## src/rtl/wb_tgt_pkg.sv

```systemverilog
// Shared types and helpers for the Wishbone target memory model.
package wb_tgt_pkg;

  // Response sequencer states: nothing queued, head waiting out its delay,
  // head being terminated this cycle.
  typedef enum logic [1:0] {
    ST_EMPTY = 2'd0,
    ST_WAIT  = 2'd1,
    ST_RESP  = 2'd2
  } state_t;

  // Width of the response delay counter; covers RSP_DELAY 0..15.
  localparam int DLY_W = 4;

  // Lane width for the default 16-bit bus with two selects.
  localparam int LANE_W_DEF = 8;

  // Bits covered by one select line.
  function automatic int lane_width(input int dat_w, input int sel_w);
    return dat_w / sel_w;
  endfunction

endpackage

```

## src/rtl/wb_tgt_queue.sv

```systemverilog
// Synchronous FIFO holding pending responses in acceptance order.
module wb_tgt_queue #(
  parameter int WIDTH = 8,
  parameter int DEPTH = 4
) (
  input  logic                     i_clk,
  input  logic                     i_rst,
  input  logic                     i_push,
  input  logic                     i_pop,
  input  logic                     i_flush,
  input  logic [WIDTH-1:0]         i_din,
  output logic [WIDTH-1:0]         o_dout,
  output logic                     o_full,
  output logic                     o_empty,
  output logic [$clog2(DEPTH):0]   o_count
);

  localparam int AW = $clog2(DEPTH);
  localparam int CW = AW + 1;

  logic [WIDTH-1:0] r_mem [DEPTH];
  logic [AW-1:0]    r_wptr;
  logic [AW-1:0]    r_rptr;
  logic [CW-1:0]    r_count;
  logic             w_push;
  logic             w_pop;

  // Guard against overflow/underflow even if a caller misbehaves.
  assign w_push = i_push & ~o_full;
  assign w_pop  = i_pop & ~o_empty;

  // Entry storage; contents need no reset since occupancy gates every read.
  always_ff @(posedge i_clk) begin
    if (w_push) begin
      r_mem[r_wptr] <= i_din;
    end
  end

  // Pointers wrap naturally because DEPTH is a power of two.
  always_ff @(posedge i_clk) begin
    if (i_rst || i_flush) begin
      r_wptr  <= '0;
      r_rptr  <= '0;
      r_count <= '0;
    end else begin
      if (w_push) begin
        r_wptr <= r_wptr + AW'(1);
      end
      if (w_pop) begin
        r_rptr <= r_rptr + AW'(1);
      end
      case ({w_push, w_pop})
        2'b10:   r_count <= r_count + CW'(1);
        2'b01:   r_count <= r_count - CW'(1);
        default: r_count <= r_count;
      endcase
    end
  end

  assign o_dout  = r_mem[r_rptr];
  assign o_full  = (r_count == CW'(DEPTH));
  assign o_empty = (r_count == '0);
  assign o_count = r_count;

endmodule

```

## src/rtl/wb_tgt_mem.sv

```systemverilog
// Pipelined Wishbone target with word-addressed memory and delayed,
// in-order ack/err terminations.
module wb_tgt_mem
  import wb_tgt_pkg::*;
#(
  parameter int ADR_WIDTH   = 16,
  parameter int DAT_WIDTH   = 16,
  parameter int SEL_WIDTH   = 2,
  parameter int TGA_WIDTH   = 1,
  parameter int TGC_WIDTH   = 1,
  parameter int TGRD_WIDTH  = 1,
  parameter int TGWD_WIDTH  = 1,
  parameter int MEM_DEPTH   = 256,
  parameter int QUEUE_DEPTH = 4,
  parameter int RSP_DELAY   = 0
) (
  input  logic                           clk_i,
  input  logic                           sync_rst_i,
  input  logic                           tb_stall_i,
  input  logic                           tgt_cyc_i,
  input  logic                           tgt_stb_i,
  input  logic                           tgt_we_i,
  input  logic                           tgt_lock_i,
  input  logic [SEL_WIDTH-1:0]           tgt_sel_i,
  input  logic [ADR_WIDTH-1:0]           tgt_adr_i,
  input  logic [DAT_WIDTH-1:0]           tgt_dat_i,
  input  logic [TGA_WIDTH-1:0]           tgt_tga_i,
  input  logic [TGC_WIDTH-1:0]           tgt_tgc_i,
  input  logic [TGWD_WIDTH-1:0]          tgt_tgd_i,
  output logic                           tgt_ack_o,
  output logic                           tgt_err_o,
  output logic                           tgt_rty_o,
  output logic                           tgt_stall_o,
  output logic [DAT_WIDTH-1:0]           tgt_dat_o,
  output logic [TGRD_WIDTH-1:0]          tgt_tgd_o,
  output logic [$clog2(QUEUE_DEPTH):0]   tb_pending_o
);

  localparam int LANE_W = lane_width(DAT_WIDTH, SEL_WIDTH);
  localparam int MIDX_W = (MEM_DEPTH > 1) ? $clog2(MEM_DEPTH) : 1;
  localparam int CNT_W  = $clog2(QUEUE_DEPTH) + 1;
  localparam int AL_W   = ADR_WIDTH + 1;
  // Extra bit keeps the range compare exact even when MEM_DEPTH = 2**ADR_WIDTH.
  localparam logic [AL_W-1:0]  ADR_LIM = AL_W'(MEM_DEPTH);
  localparam logic [DLY_W-1:0] DLY     = DLY_W'(RSP_DELAY);

  // One pending termination; read data is captured at accept time.
  typedef struct packed {
    logic                  err;
    logic                  we;
    logic [DAT_WIDTH-1:0]  rdata;
    logic [TGRD_WIDTH-1:0] rtag;
  } entry_t;

  localparam int ENT_W = $bits(entry_t);

  logic [DAT_WIDTH-1:0]  r_mem [MEM_DEPTH];
  logic [TGRD_WIDTH-1:0] r_tag [MEM_DEPTH];
  state_t                r_state;
  logic [DLY_W-1:0]      r_cnt;

  state_t                w_state_nxt;
  logic [DLY_W-1:0]      w_cnt_nxt;
  logic                  w_req;
  logic                  w_adr_ok;
  logic                  w_wr;
  logic [MIDX_W-1:0]     w_idx;
  entry_t                w_push_ent;
  entry_t                w_head;
  logic [ENT_W-1:0]      w_head_bits;
  logic                  w_full;
  logic                  w_empty;
  logic [CNT_W-1:0]      w_count;
  logic                  w_pop;
  logic                  w_flush;
  logic                  w_resp;
  logic                  w_more;
  logic                  w_unused;

  // Stall derives only from registered occupancy, so a request seen
  // without stall at an edge is always taken.
  assign tgt_stall_o = w_full | tb_stall_i;
  assign w_req       = tgt_cyc_i & tgt_stb_i & ~tgt_stall_o & ~sync_rst_i;
  assign w_adr_ok    = ({1'b0, tgt_adr_i} < ADR_LIM);
  assign w_idx       = tgt_adr_i[MIDX_W-1:0];
  assign w_wr        = w_req & tgt_we_i & w_adr_ok;

  // Lock and address/cycle tags are accepted but have no effect.
  assign w_unused = ^{tgt_tga_i, tgt_tgc_i, tgt_lock_i, w_head.we};

  // Commit selected lanes at accept; a read in the same edge sees the old word.
  always_ff @(posedge clk_i) begin
    if (w_wr) begin
      for (int i = 0; i < SEL_WIDTH; i++) begin
        if (tgt_sel_i[i]) begin
          r_mem[w_idx][i*LANE_W +: LANE_W] <= tgt_dat_i[i*LANE_W +: LANE_W];
        end
      end
      if (|tgt_sel_i) begin
        r_tag[w_idx] <= tgt_tgd_i;
      end
    end
  end

  // Build the queue entry; errors and writes return zero data and tag.
  always_comb begin
    w_push_ent     = '0;
    w_push_ent.err = ~w_adr_ok;
    w_push_ent.we  = tgt_we_i;
    if (w_adr_ok && !tgt_we_i) begin
      w_push_ent.rdata = r_mem[w_idx];
      w_push_ent.rtag  = r_tag[w_idx];
    end
  end

  wb_tgt_queue #(
    .WIDTH (ENT_W),
    .DEPTH (QUEUE_DEPTH)
  ) u_queue (
    .i_clk   (clk_i),
    .i_rst   (sync_rst_i),
    .i_push  (w_req),
    .i_pop   (w_pop),
    .i_flush (w_flush),
    .i_din   (w_push_ent),
    .o_dout  (w_head_bits),
    .o_full  (w_full),
    .o_empty (w_empty),
    .o_count (w_count)
  );

  assign w_head  = w_head_bits;
  assign w_resp  = (r_state == ST_RESP) & tgt_cyc_i;
  assign w_pop   = w_resp;
  // Dropping the cycle abandons everything outstanding.
  assign w_flush = ~tgt_cyc_i;
  // Queue still holds something after this edge's pop.
  assign w_more  = (w_count > CNT_W'(1)) | w_req;

  // Sequencer state and delay counter.
  always_ff @(posedge clk_i) begin
    if (sync_rst_i) begin
      r_state <= ST_EMPTY;
      r_cnt   <= '0;
    end else begin
      r_state <= w_state_nxt;
      r_cnt   <= w_cnt_nxt;
    end
  end

  // Next-state: each head waits DLY cycles, then terminates for one cycle.
  always_comb begin
    w_state_nxt = r_state;
    w_cnt_nxt   = r_cnt;
    if (!tgt_cyc_i) begin
      w_state_nxt = ST_EMPTY;
      w_cnt_nxt   = '0;
    end else begin
      case (r_state)
        ST_EMPTY: begin
          if (w_req) begin
            w_state_nxt = (DLY == '0) ? ST_RESP : ST_WAIT;
            w_cnt_nxt   = DLY;
          end
        end
        ST_WAIT: begin
          w_cnt_nxt = r_cnt - DLY_W'(1);
          if (r_cnt == DLY_W'(1)) begin
            w_state_nxt = ST_RESP;
          end
        end
        ST_RESP: begin
          if (w_more) begin
            w_state_nxt = (DLY == '0) ? ST_RESP : ST_WAIT;
            w_cnt_nxt   = DLY;
          end else begin
            w_state_nxt = ST_EMPTY;
            w_cnt_nxt   = '0;
          end
        end
        default: begin
          w_state_nxt = ST_EMPTY;
          w_cnt_nxt   = '0;
        end
      endcase
    end
  end

  assign tgt_ack_o    = w_resp & ~w_head.err;
  assign tgt_err_o    = w_resp & w_head.err;
  assign tgt_rty_o    = 1'b0;
  assign tgt_dat_o    = w_resp ? w_head.rdata : '0;
  assign tgt_tgd_o    = w_resp ? w_head.rtag : '0;
  assign tb_pending_o = w_count;

endmodule

```

## config.mk

```make
export PLATFORM = sky130hd
export DESIGN_NAME = wb_tgt_mem
export DESIGN_NICKNAME = d
export VERILOG_FILES = /design/src/rtl/wb_tgt_pkg.sv /design/src/rtl/wb_tgt_queue.sv /design/src/rtl/wb_tgt_mem.sv
export SDC_FILE = /design/constraint.sdc
export NUM_CORES = 2
export LEC_CHECK = 0
export ABC_CLOCK_PERIOD_IN_PS = 4100
export BUFFER_PORTS_ARGS = -buffer_cell sky130_fd_sc_hd__buf_2
export CELL_PAD_IN_SITES_DETAIL_PLACEMENT = 1
export CELL_PAD_IN_SITES_GLOBAL_PLACEMENT = 2
export CORE_ASPECT_RATIO = 1.1
export CORE_MARGIN = 4
export CORE_UTILIZATION = 52
export CTS_BUF_LIST = sky130_fd_sc_hd__clkbuf_8
export CTS_CLUSTER_DIAMETER = 200
export DETAILED_ROUTE_END_ITERATION = 7
export PLACE_DENSITY_LB_ADDON = 0.1
export SLEW_MARGIN = 20
export SYNTH_ARGS = -nofsm -noshare
export SYNTH_HDL_FRONTEND = slang
export SYNTH_HIERARCHICAL = 1
export SYNTH_MEMORY_MAX_BITS = 65536
export SYNTH_SLANG_ARGS = --single-unit
```

## constraint.sdc

```tcl
create_clock -name clk_i -period 4.1 [get_ports clk_i]
set_clock_uncertainty 0.05 [all_clocks]
set_input_delay 1.23 -clock clk_i [delete_from_list [all_inputs] [get_ports clk_i]]
set_output_delay 1.23 -clock clk_i [all_outputs]
set_load 0.01 [all_outputs]
```

* Word-level counts from Yosys, hierarchy flattened *
Memories as Yosys holds them, arrays and structs flattened. A register that Yosys moved wholly into a read port is not among the register bits.
Cells that the tools add are included.

word-level totals
  flip-flop bits (word level) = 13
  memories = 3
  memory bits (writable) = 4428
  bits of input ports = 44
  output and inout port bits = 24

memories
  memory         words  bits a word  rd ports  clocked after Yosys merged registers in  wr ports  line                text
  r_mem          256    16           1         0                                        1         wb_tgt_mem.sv:57    logic [DAT_WIDTH-1:0] r_mem [MEM_DEPTH];
  r_tag          256    1            1         0                                        1         wb_tgt_mem.sv:58    logic [TGRD_WIDTH-1:0] r_tag [MEM_DEPTH];
  u_queue.r_mem  4      19           1         1                                        1         wb_tgt_queue.sv:21  logic [WIDTH-1:0] r_mem [DEPTH];

operators by class
  reductions and logical operators = 9
  mux-type cells = 23
  eq/ne operators = 8
  add/sub/neg operators = 5
  order comparisons = 2
  bitwise logic cells = 19

operator list
  operator             number
  $mux 17              1
  $lt 16x9->1 const B  1
  $mux 16              1
  $mux 1               12
  $and 1x1->1          10
  $mux 2               5
  $pmux 4 s2           1
  $not 1->1            7
  $pmux 2 s3           1
  $pmux 3 s2           1
  $add 2x1->2 const B  2
  $eq 2x1->1 const B   2
  $eq 2x2->1 const B   2
  $eq 4x1->1 const B   1
  $mux 4               1
  $reduce_or 2->1      2
  $sub 4x1->4 const B  1
  $add 3x1->3 const B  1
  $eq 3x3->1 const B   1
  $gt 3x1->1 const B   1
  $logic_not 3->1      1
  $sub 3x1->3 const B  1
  $logic_not 2->1      1
  $ne 2x1->1 const B   1
  7 further kinds      8

* Depth between registers and ports, before layout *
  word-level depth = 9
  gate-level depth with buffers = 13
  gate-level depth less buffers = 12

* Cells and area by module *
Netlist, hierarchy kept.

by module, submodules not included
  module        cells an instance  instances  area each (µm²)
  wb_tgt_mem    8502               1          169272.3
  wb_tgt_queue  155                1          3234.4

* Worst setup path before layout *
OpenSTA, ideal clock, no wires.

  path kind = input to register
  from = input tb_stall_i
  to = memory r_mem[216][10], in the netlist r_mem[108][10] (enable)
  path slack = 0.194 ns
  path buffers = 1
  library setup time = 0.370 ns
  stages on the path = 7
  data arrival time = 3.486 ns
  cells stage by stage = or2_2 -> nor3_2 -> nand4_1 -> nor3_1 -> nand2_1 -> buf_2 -> nor2_1

between the ends
  longest elaborated chain between the ends = 8

ends and longest elaborated chain
  element                       line              text
  from (decl)                   wb_tgt_mem.sv:19  input logic tb_stall_i,
  $or 1x1->1                    wb_tgt_mem.sv:82  assign tgt_stall_o = w_full | tb_stall_i;
  $not 1->1                     wb_tgt_mem.sv:83  assign w_req = tgt_cyc_i & tgt_stb_i & ~tgt_stall_o & ~sync_rst_i;
  $and 1x1->1 (2 in a row)      wb_tgt_mem.sv:83
  named net w_req               wb_tgt_mem.sv:64  logic w_req;
  $and 1x1->1 (2 in a row)      wb_tgt_mem.sv:86  assign w_wr = w_req & tgt_we_i & w_adr_ok;
  $mux 1                        wb_tgt_mem.sv:93  if (w_wr) begin
  $mux 1 (not written as such)  wb_tgt_mem.sv:96  r_mem[w_idx][i*LANE_W +: LANE_W] <= tgt_dat_i[i*LANE_W +: LANE_W];
  to (decl)                     wb_tgt_mem.sv:57

The timed path passes the listed nets, and every way through them passes these cells.

==> impl_metrics.csv <==
group,metric,value,unit
placement,hpwl,317000,um
global_routing,busiest_layer,"met2",
cells_and_area,nNetsFinal,10305,
global_routing,grt_antenna_before_repair,22,
clock_tree,cts_root_buffer,"clkbuf_8",
cells_and_area,area_growth,17.1,%
floorplanning,die_area,341000,um^2
worst_setup_path,critPathArrivalTime,2770,ps
floorplanning,dieWidth,557,um
sta,rsz0062_at_grt,"yes",
worst_setup_path,crit_type,"flip-flop to output port",
floorplanning,io_pins,68,
pwr,p_clk_share,38.2,%
sta,setup_tns,0,ps
worst_setup_path,worstPathMaxFanout,8,
cells_and_area,regArea,133000,um^2
floorplanning,placementRows,221,
placement,portBuffers,63,
global_routing,track_usage,28.4,%
cells_and_area,fill_cells,28100,
floorplanning,die_h,612,um
sta,setup_viol,0,
sta,setup_ws,51.4,ps
worst_setup_path,critPathCaptureType,"output port",
global_routing,use_met1,38.8,%
floorplanning,core-area,330000,um^2
clock_tree,tritoncts,"built",
pwr,power_frac_seq,56.4,%
cells_and_area,design_area,202000,um^2
sta,tightest_slew,959,ps
pwr,cellLeakagePower,0.0671,uW
placement,gp_congestion,0.838,
routing,drc_errors,0,
placement,dp_slack,-637,ps
clock_tree,htreeDepth,6,
pwr,p_comb_share,5.3,%
placement,dp.cells,13904,
cells_and_area,multi_input_comb_area,36900,um^2
routing,drtIter0Drc,9838,
global_routing,gr-usage-met3,4.45,%
global_routing,met2_usage,47.3,%
global_routing,grt_pass1_wl,701000,um
pwr,pwr_density_cell,438,nW/um^2
global_routing,grt_pass1_vias,99268,
global_routing,grt_start_max_net_pins,152,
job,cap_violations,0,
logic_synthesis,synth_warnings,6,
pwr,internal_power,68200,uW
routing,ant_nets,0,
outcome,status,"finished clean",
global_routing,overflow,0,
logic_synthesis,synth_area_per_cell,19.9,um^2
worst_setup_path,required,2820,ps
sta,drv_slew,0,
placement,placed_area,189000,um^2
sta,timing.final.crit_share,98.7,%
sta,finalHoldViolCount,0,
clock_tree,numCtsBuffers,694,
worst_setup_path,crit_path_start_kind,"flip-flop",
hold_path,min_path_type,"input pin to flip-flop",
logic_synthesis,synthesis.area,172000,um^2
routing,wl_per_cell,31.9,um
floorplanning,start_util,52.3,%
logic_synthesis,synth_cells,8652,
pwr,p_sw_share,22.7,%
clock_tree,clock_latency,1220,ps
cells_and_area,drive_above_1_share,30.2,%
pwr,finalPower,88300,uW
routing,drt-total-wl,483000,um
pwr,p_sw,20100,uW
cells_and_area,instances_no_fill,15135,
sta,period_needed,4050,ps
pwr,ir_worst_vdd,307,uV
clock_tree,clk_pin_slew,60,ps
logic_synthesis,synth_nets,8702,
routing,vias,92323,
clock_tree,cts_sinks,4434,
routing,vias_per_cell,6.10,
clock_tree,clockBufferDepth,4,
sta,slew_headroom,36.1,%
sta,fmaxAchievable,247,MHz
routing,first_pass_iters,6,
-- routing by layer --
metal  vias to the layer above  wire length (um)
met2                      3481            242000
li1                      38910                 -
met3                       771             31500
met1                     49155            192000
met4                         6             17500
met5                         -                36
-- registers in the layout, indices dropped and copies added (netlist names), named ones only --
signal / cells
r_mem: 4096
r_state: 1
r_tag: 256
u_queue/o_count: 3
u_queue/r_mem: 72
u_queue/r_rptr: 2
u_queue/r_wptr: 2
-- cell type report --
type / instances / share of cell area [%]
diodes: 10 / 0.0124
clock buffers: 704 / 4.80
clock inverters: 514 / 1.26
inverters: 11 / 0.0205
multi-input cells: 3625 / 18.3
flip-flops and latches: 4434 / 65.9
well taps: 4348 / 2.70
repair buffers: 1489 / 6.98
-- power by group through the flow --
| stage | clock [uW] | sequential (uW) | combinational [uW] |
|---|---|---|---|
| final | 33700 | 49800 | 4720 |
| after detailed placement | 0 | 50800 | 4750 |
| after CTS | 34500 | 49800 | 4760 |
| after global routing | 36800 | 49800 | 4970 |
| after global placement | 0 | 50800 | 4630 |
| after floorplan | 0 | 50800 | 2110 |
-- final timing paths --
kind / start / endpoint / slack (ps) / cells past startpoint
worst max-delay path: flip-flop / tgt_dat_o[2] / 50 / 4
worst min-delay path: sync_rst_i / r_state[1]$_SDFFE_PP0P_ / 260 / 2
worst max register to register: u_queue/o_count[1]$_SDFFE_PP0P_ / r_mem[196][8]$_DFFE_PP_ / 420 / 11
worst min register to register: u_queue/r_rptr[0]$_SDFFE_PP0P_ / flip-flop / 450 / 2
-- cells in the final DEF (no fill, tap or decap), types with 63 or more instances in the layout --
cell      instances
clkinv_1        196
a211oi_1         63
a21oi_1         186
inv_1           215
nor2_1          783
buf_12          224
mux2i_1         597
o22ai_1         136
o21ai_0          73
a22oi_1         311
nand3_1         104
mux4_2          822
edfxtp_1       4424
clkbuf_8        705
buf_4          1203
-- critical path: stages (launching register included) --
cell and delay (ps):
dfxtp_4 410, buf_12 170, mux4_2 640, and3_4 240, buf_6 110
-- timing repair --
item | 4_1_cts | 5_1_grt
endpoints found under the setup margin | 19 | 11
buffers inserted | 2 | 0
pin swaps | 10 | 1
hold buffers | 0 | 0
gates resized for setup | 23 | 0
gates cloned | 1 | 0
-- through the flow --
stage          utilization [%]  hold slack (ps)
4_1_cts                   61.2              135
3_5_place_dp              57.4              450
6_report                  61.2              263
2_1_floorplan                -              409
5_1_grt                   61.2              187
3_3_place_gp              57.4              438
(Power assumes the default switching activity.)
